<file path="config.mk">
export PLATFORM = sky130hd
export DESIGN_NAME = alu_issue_ctrl
export DESIGN_NICKNAME = d
export VERILOG_FILES = /design/src/rtl/alu_issue_ctrl.sv
export SDC_FILE = /design/constraint.sdc
export NUM_CORES = 1
export LEC_CHECK = 0
export CORE_MARGIN = 2
export CORE_UTILIZATION = 49
export DETAILED_ROUTE_END_ITERATION = 10
export GPL_ROUTABILITY_DRIVEN = 1
export GPL_TIMING_DRIVEN = 0
export PLACE_DENSITY_LB_ADDON = 0.25
export SLEW_MARGIN = 20
export SYNTH_ARGS = -nofsm -noshare
export SYNTH_HDL_FRONTEND = slang
export SYNTH_SLANG_ARGS = --single-unit
export TNS_END_PERCENT = 5
</file>
<file path="constraint.sdc">
create_clock -name clk -period 2 [get_ports clk]
set_input_delay 0.3 -clock clk [delete_from_list [all_inputs] [get_ports clk]]
set_output_delay 0.3 -clock clk [all_outputs]
set_load 0.01 [all_outputs]
</file>
<file path="src/rtl/alu_issue_ctrl.sv">
// Issue/writeback controller for the 4-bit combinational ALU: accepts register-addressed
// instructions, drives the ALU for one cycle and writes the result back with overflow tracking.
module alu_issue_ctrl #(
    parameter int DW     = 4,
    parameter int OVF_CW = 8
) (
    input  logic              clk,
    input  logic              rst,
    input  logic              instr_valid,
    output logic              instr_ready,
    input  logic [2:0]        instr_op,
    input  logic [1:0]        instr_rd,
    input  logic [1:0]        instr_ra,
    input  logic [1:0]        instr_rb,
    input  logic              ld_en,
    input  logic [1:0]        ld_addr,
    input  logic [DW-1:0]     ld_data,
    input  logic              ovf_clr,
    output logic [2:0]        alu_opcode,
    output logic [DW-1:0]     alu_a,
    output logic [DW-1:0]     alu_b,
    input  logic [DW-1:0]     alu_final,
    input  logic              alu_status,
    output logic              wb_valid,
    output logic [1:0]        wb_addr,
    output logic [DW-1:0]     wb_data,
    output logic              wb_status,
    output logic              ovf_sticky,
    output logic [OVF_CW-1:0] ovf_count,
    input  logic [1:0]        rd_addr,
    output logic [DW-1:0]     rd_data
);
    typedef enum logic [1:0] {S_IDLE, S_EXEC, S_WB} state_t;

    localparam logic [OVF_CW-1:0] OVF_MAX = '1;

    state_t            state_q, state_d;
    logic              accept;
    logic              wb_fire;
    logic [DW-1:0]     regs_q [4];
    logic [2:0]        op_q;
    logic [DW-1:0]     a_q;
    logic [DW-1:0]     b_q;
    logic [1:0]        rd_q;
    logic              wb_valid_q;
    logic [1:0]        wb_addr_q;
    logic [DW-1:0]     wb_data_q;
    logic              wb_status_q;
    logic              ovf_sticky_q;
    logic [OVF_CW-1:0] ovf_count_q;

    assign accept  = instr_valid && instr_ready;
    assign wb_fire = (state_q == S_EXEC);

    // State register
    always_ff @(posedge clk) begin
        if (rst) state_q <= S_IDLE;
        else     state_q <= state_d;
    end

    // Next-state logic
    always_comb begin
        // NOTE: default assignment first so no path through the case leaves state_d unassigned (latch).
        state_d = state_q;
        unique case (state_q)
            S_IDLE:  if (accept) state_d = S_EXEC;
            S_EXEC:  state_d = S_WB;
            S_WB:    state_d = S_IDLE;
            default: state_d = S_IDLE;
        endcase
    end

    // Output logic: no acceptance while reset is asserted, even though state is already IDLE
    always_comb begin
        instr_ready = 1'b0;
        if (state_q == S_IDLE && !rst) instr_ready = 1'b1;
    end

    // Operand latch: these registers drive the ALU directly and hold until the next accept
    always_ff @(posedge clk) begin
        if (rst) begin
            op_q <= '0;
            a_q  <= '0;
            b_q  <= '0;
            rd_q <= '0;
        end else if (accept) begin
            // NOTE: non-blocking assignment, so operands see the pre-edge register file; a same-edge load is not forwarded.
            op_q <= instr_op;
            a_q  <= regs_q[instr_ra];
            b_q  <= regs_q[instr_rb];
            rd_q <= instr_rd;
        end
    end

    // Register file: writeback takes priority over a direct load to the same address
    always_ff @(posedge clk) begin
        for (int i = 0; i < 4; i++) begin
            // NOTE: this storage is reset explicitly because reset must leave every register at zero.
            if (rst)                              regs_q[i] <= '0;
            else if (wb_fire && rd_q == 2'(i))    regs_q[i] <= alu_final;
            else if (ld_en && ld_addr == 2'(i))   regs_q[i] <= ld_data;
        end
    end

    always_ff @(posedge clk) begin
        if (rst) begin
            wb_valid_q  <= 1'b0;
            wb_addr_q   <= '0;
            wb_data_q   <= '0;
            wb_status_q <= 1'b0;
        end else begin
            wb_valid_q <= wb_fire;
            if (wb_fire) begin
                wb_addr_q   <= rd_q;
                wb_data_q   <= alu_final;
                wb_status_q <= alu_status;
            end
        end
    end

    // Clear has priority over a coincident overflow writeback
    always_ff @(posedge clk) begin
        if (rst || ovf_clr) begin
            ovf_sticky_q <= 1'b0;
            ovf_count_q  <= '0;
        end else if (wb_fire && alu_status) begin
            ovf_sticky_q <= 1'b1;
            if (ovf_count_q != OVF_MAX) ovf_count_q <= ovf_count_q + 1'b1;
        end
    end

    assign alu_opcode = op_q;
    assign alu_a      = a_q;
    assign alu_b      = b_q;
    assign wb_valid   = wb_valid_q;
    assign wb_addr    = wb_addr_q;
    assign wb_data    = wb_data_q;
    assign wb_status  = wb_status_q;
    assign ovf_sticky = ovf_sticky_q;
    assign ovf_count  = ovf_count_q;
    assign rd_data    = regs_q[rd_addr];

endmodule

</file>
**Word level (Yosys, flattened, before mapping)**

Memory sizes are Yosys's and may differ from the RTL's. A register that Yosys moved wholly into a read port is not among the register bits.
Index checks and enable logic that the tools add are counted.
W data, S select, Z words.

- Bits in writable memories: 16
- Latch bits: 0
- Input bits: 27
- ROM bits: 0
- Register bits after elaboration: 24
- Output and inout bits: 33
- Word-level logic and storage cells: 86
- Memories: 1

Memory list:

| memory | depth | bits a word | rd ports | clocked after memory_dff | wr ports | RTL line | RTL |
|---|---|---|---|---|---|---|---|
| regs_q | 4 | 4 | 3 | 2 | 4 | 40 | `logic [DW-1:0] regs_q [4];` |

- Equality and inequality tests: 9
- $lt $le $gt $ge: 0
- Divide/modulo/power cells: 0
- Mux-type cells: 41
- Add/subtract/negate cells: 1
- Reduce and logical (&&, ||, !) cells: 17
- Shifts and indexed selects: 0
- Multiply operators: 0
- Bitwise gates (word level): 8

Operator list:

| operator | count |
|---|---|
| $mux W4 | 8 |
| $mux W1 | 31 |
| $logic_and A1 B1 Y1 | 11 |
| $add A8 B1 Y8 const B | 1 |
| $eq A2 B2 Y1 const B | 4 |
| $ne A8 B8 Y1 const B | 1 |
| $or A1 B1 Y1 | 8 |
| $eq A2 B1 Y1 const B | 3 |
| $logic_not A2 Y1 | 3 |
| $pmux W2 S2 | 1 |
| $mux W2 | 1 |
| $ne A2 B2 Y1 const B | 1 |
| $reduce_and A2 Y1 | 1 |
| $logic_not A1 Y1 | 1 |
| $logic_or A1 B1 Y1 | 1 |

**Logic depth before layout (Yosys ltp)**

- Word-level depth: 7
- Mapped depth: 6
- Gate-level depth less buffers: 4

**Least setup slack after synthesis**

No wires, ideal clock.

- Path type: reg2reg
- Start point: reg state_q[1]
- End point: mem regs_q[0][0] (enable)
- Arrival: 1.276 ns
- Buffers on the path: 2
- Slack: 0.417 ns
- Data required time: 1.693 ns
- Cell stages (with the launch flop): 6
- Period minus slack after synthesis: 1.583 ns
- Library setup time: 0.307 ns
- Cell sequence: dfxtp_1 -> buf_2 -> or4b_1 -> buf_2 -> inv_1 -> or3_1

RTL lines:

| item | RTL line | RTL |
|---|---|---|
| from (decl) | 37 | `state_t state_q, state_d;` |
| from (signal assigned) | 58 | `else state_q <= state_d;` |
| to (decl) | 40 |  |

**Worst setup path after layout**

- Start point: reg state_q[0]
- End point: out instr_ready

- Longest elaborated chain between the ends: 3

Ends and longest elaborated chain:

| item | RTL line | RTL |
|---|---|---|
| $logic_not A2 Y1 | 76 | `if (state_q == S_IDLE && !rst) instr_ready = 1'b1;` |
| $logic_and A1 B1 Y1 | 76 |  |
| $mux W1 | 76 |  |
| to (decl) | 10 | `output logic instr_ready,` |

Every way passes these cells.

==> flow_metrics.py <==
metrics = {
    "timing": {
        "final.setup_skew_ns": 0.00537,
        "report.final.setup_viol": 0,
        "min_period_over_period": 0.939,
        "hold_violations": 0,
        "drv_slew": 0,
        "tightest_slew_ns": 0.780,
        "layout_setup_ws_ns": 0.121,
        "timing.max_slew.rel_slack": 0.472,
        "rsz0062_at_grt": "false",
        "final.min_clock_period_ns": 1.88,
        "fmax_mhz": 532,
        "totalNegativeSetupSlack_ns": 0,
    },
    "drt": {
        "drc": 0,
        "routed-via-count": 2001,
        "drt.antenna.violating_nets": 0,
        "drt-vias-per-instance": 5.48,
        "drt_total_wl_um": 5360,
        "avgRoutedWirePerCell_um": 14.7,
        "drt_pass1_iterations": 4,
        "detail_route.iter0.violations": 103,
    },
    "pwr": {
        "total_power_uw": 2030,
        "power.ir.vdd_worst_uv": 405,
        "cell_leakage_power_uw": 0.00115,
        "power.switching_fraction": 0.243,
        "pwr-share-comb": 0.159,
        "power.density_cell_area_nw_per_um2": 631,
        "power.internal_uw": 1540,
        "power.sequential.fraction": 0.529,
        "total_switching_power_uw": 495,
        "clockPowerShare": 0.312,
    },
    "clock_tree": {
        "clk_pin_slew_ns": 0.09,
        "cts-buffers-inserted": 5,
        "worst_skew_pair.late_latency_ns": 0.30,
        "tritoncts": "yes",
        "max-clock-path-buffers": 2,
        "clock_sink_count": 48,
        "cts_root_buf": "clkbuf_8",
        "htreeDepth": 2,
    },
    "synth": {
        "synthesized_area_um2": 2440,
        "synth.yosys.warnings": 0,
        "postSynthRegisterBits": 48,
        "postSynth.asyncResetShare": 0,
        "syn-num-nets": 259,
        "netlist_instances": 231,
        "avg_inst_size_synth_um2": 10.6,
        "synth-main-ff-cell": "dfxtp_1",
        "synth-edff-count": 16,
        "yosysUniqueCellTypes": 46,
        "synth-seq-area-share": 0.460,
    },
    "die": {
        "pin_count": 60,
        "floorplan_core_area_um2": 4750,
        "start_util": 0.513,
        "die_height_um": 74.5,
        "die-width_um": 74.5,
        "num_rows": 25,
        "floorplan.die_area_um2": 5560,
    },
    "worst_hold_path": {
        "hp-class": "flip-flop to flip-flop",
    },
    "grt": {
        "grt_start_max_net_pins": 15,
        "antenna_violations_before_repair": 0,
        "first_global_vias": 1734,
        "grt_pass1_wl_um": 8380,
        "grt.overflow.total": 0,
        "grtUsageTotal": 0.199,
    },
    "cells_and_area": {
        "layout_commonest_cell": "clkdlybuf4s50_1",
        "layout-drive-gt1-share": 0.171,
        "diodes": 0,
        "number_of_nets_in_the_finished_design": 325,
        "finish.utilization": 0.678,
        "design_area_um2": 3220,
        "fillers": 411,
        "mostFrequentLayoutCells": "clkdlybuf4s50_1, nand2_1, dfxtp_1",
        "area_delta_synth_final_pct": 32.1,
    },
    "worst_setup_path": {
        "slowest_stage": "clkdlybuf4s50_1",
        "type_of_the_worst_setup_path": "flip-flop to output pin",
        "critPathLaunchType": "flip-flop",
        "cp_data_arrival_time_ns": 1.58,
        "cp_slowest_stage_delay_ns": 0.56,
        "worst_ep_required_time_ns": 1.70,
        "cp_cell_sequence": "buf_4 > nor3_1 > clkdlybuf4s50_1",
        "worst_setup_path_end_kind": "output pin",
        "cp_max_fo": 10,
    },
    "placed_design": {
        "place_hpwl_um": 4130,
        "gp_congestion": 0.897,
        "io_buffers": 59,
        "dpl_worst_slack_ns": -0.273,
        "postPlaceCellArea_um2": 3110,
    },
    "run": {
        "max_cap_viol_count": 0,
    },
    "run_status": {
        "run_status": "completed",
    },
}
## synth_stat cells (3+ instances only)
cell type,number,share of area
edfxtp_1,16,0.20
a21oi_2,9,0.032
o21ai_0,4,0.0082
clkbuf_1,5,0.0077
mux4_2,12,0.11
nor2_1,7,0.011
nand3_1,12,0.025
a21oi_1,14,0.029
or3_1,3,0.0077
nor3_1,3,0.0062
buf_2,5,0.010
a211oi_1,3,0.0092
mux2i_1,3,0.012
a22o_1,8,0.029
a311oi_1,5,0.018
nand2b_1,6,0.015
nand2_2,9,0.023
o21ai_1,4,0.0082
dfxtp_1,32,0.26
nand2_1,38,0.058
## sequential cells by signal (all words and copies together) (netlist names)
name        cells
wb_status       1
alu_opcode      3
state_q         2
ovf_count       8
wb_valid        1
rd_q            2
regs_q         16
ovf_sticky      1
alu_a           4
wb_addr         2
wb_data         4
alu_b           4
## layout make-up
cell class	count	area, µm²	share of cell area
Buffer	15	101	0.0315
Inverter	2	20.0	0.00621
Timing Repair Buffer	59	587	0.182
Tap cell	67	83.8	0.0260
Multi-Input combinational cell	166	1210	0.374
Sequential cell	48	1120	0.348
Clock buffer	6	93.8	0.0291
Clock inverter	2	8.76	0.00272
## layer usage
layer  part of all wire  vias up  GRT usage  routed length (µm)
met5                  0        -          0                   0
met4              0.018        0     0.0754                  95
met3              0.056        9     0.0447                 302
met2               0.46       63      0.303                2440
met1               0.47      925      0.280                2510
li1                   -     1004          -                   -
## final timing paths
kind,startpoint,cells after the start,to,slack [ns]
worst max-delay path,state_q[0],3,instr_ready,0.12
worst min-delay path,alu_opcode[2],2,alu_opcode[2],0.46
worst max register to register,state_q[1],5,regs_q[0][3],0.26
worst min register to register,alu_opcode[2],2,alu_opcode[2],0.46
## cell families after synthesis
group / Yosys count / synth area share
AND/OR/NAND/NOR: 98 / 0.217
AO/OA/AOI/OAI: 52 / 0.150
flip-flops: 48 / 0.460
multiplexers: 15 / 0.123
buffers and inverters: 17 / 0.0457
adder cells (fa/ha/maj): 1 / 0.00513
## through the flow
step | hold WS (ns) | cells
floorplan | 0.427 | 231
global placement | 0.442 | 357
detailed placement | 0.450 | 357
CTS | 0.462 | 365
global route | 0.492 | 365
finish | 0.460 | 365
## worst max-delay path: cells and delay by family, from the launching register on
kind,cells,cell delay (ns)
DFF,1,0.35
and+or+nand+nor,1,0.19
buffers and inverters,2,0.74
## power groups by stage
stage          registers [µW]  clock network, µW  logic, µW
2_1_floorplan            1100                  0        168
3_3_place_gp             1100                  0        323
3_5_place_dp             1100                  0        327
4_1_cts                  1080                650        324
5_1_grt                  1080                675        348
6_report                 1080                635        322
## timing repair
action | 4_1_cts | 5_1_grt
gates resized for setup | 8 | 1
endpoints found under the hold margin | 0 | 0
buffers inserted | 0 | 0
pin swaps | 0 | 0
endpoints found under the setup margin | 5 | 1
hold buffers | 0 | 0
No activity file was read; power rests on OpenSTA's default activity.
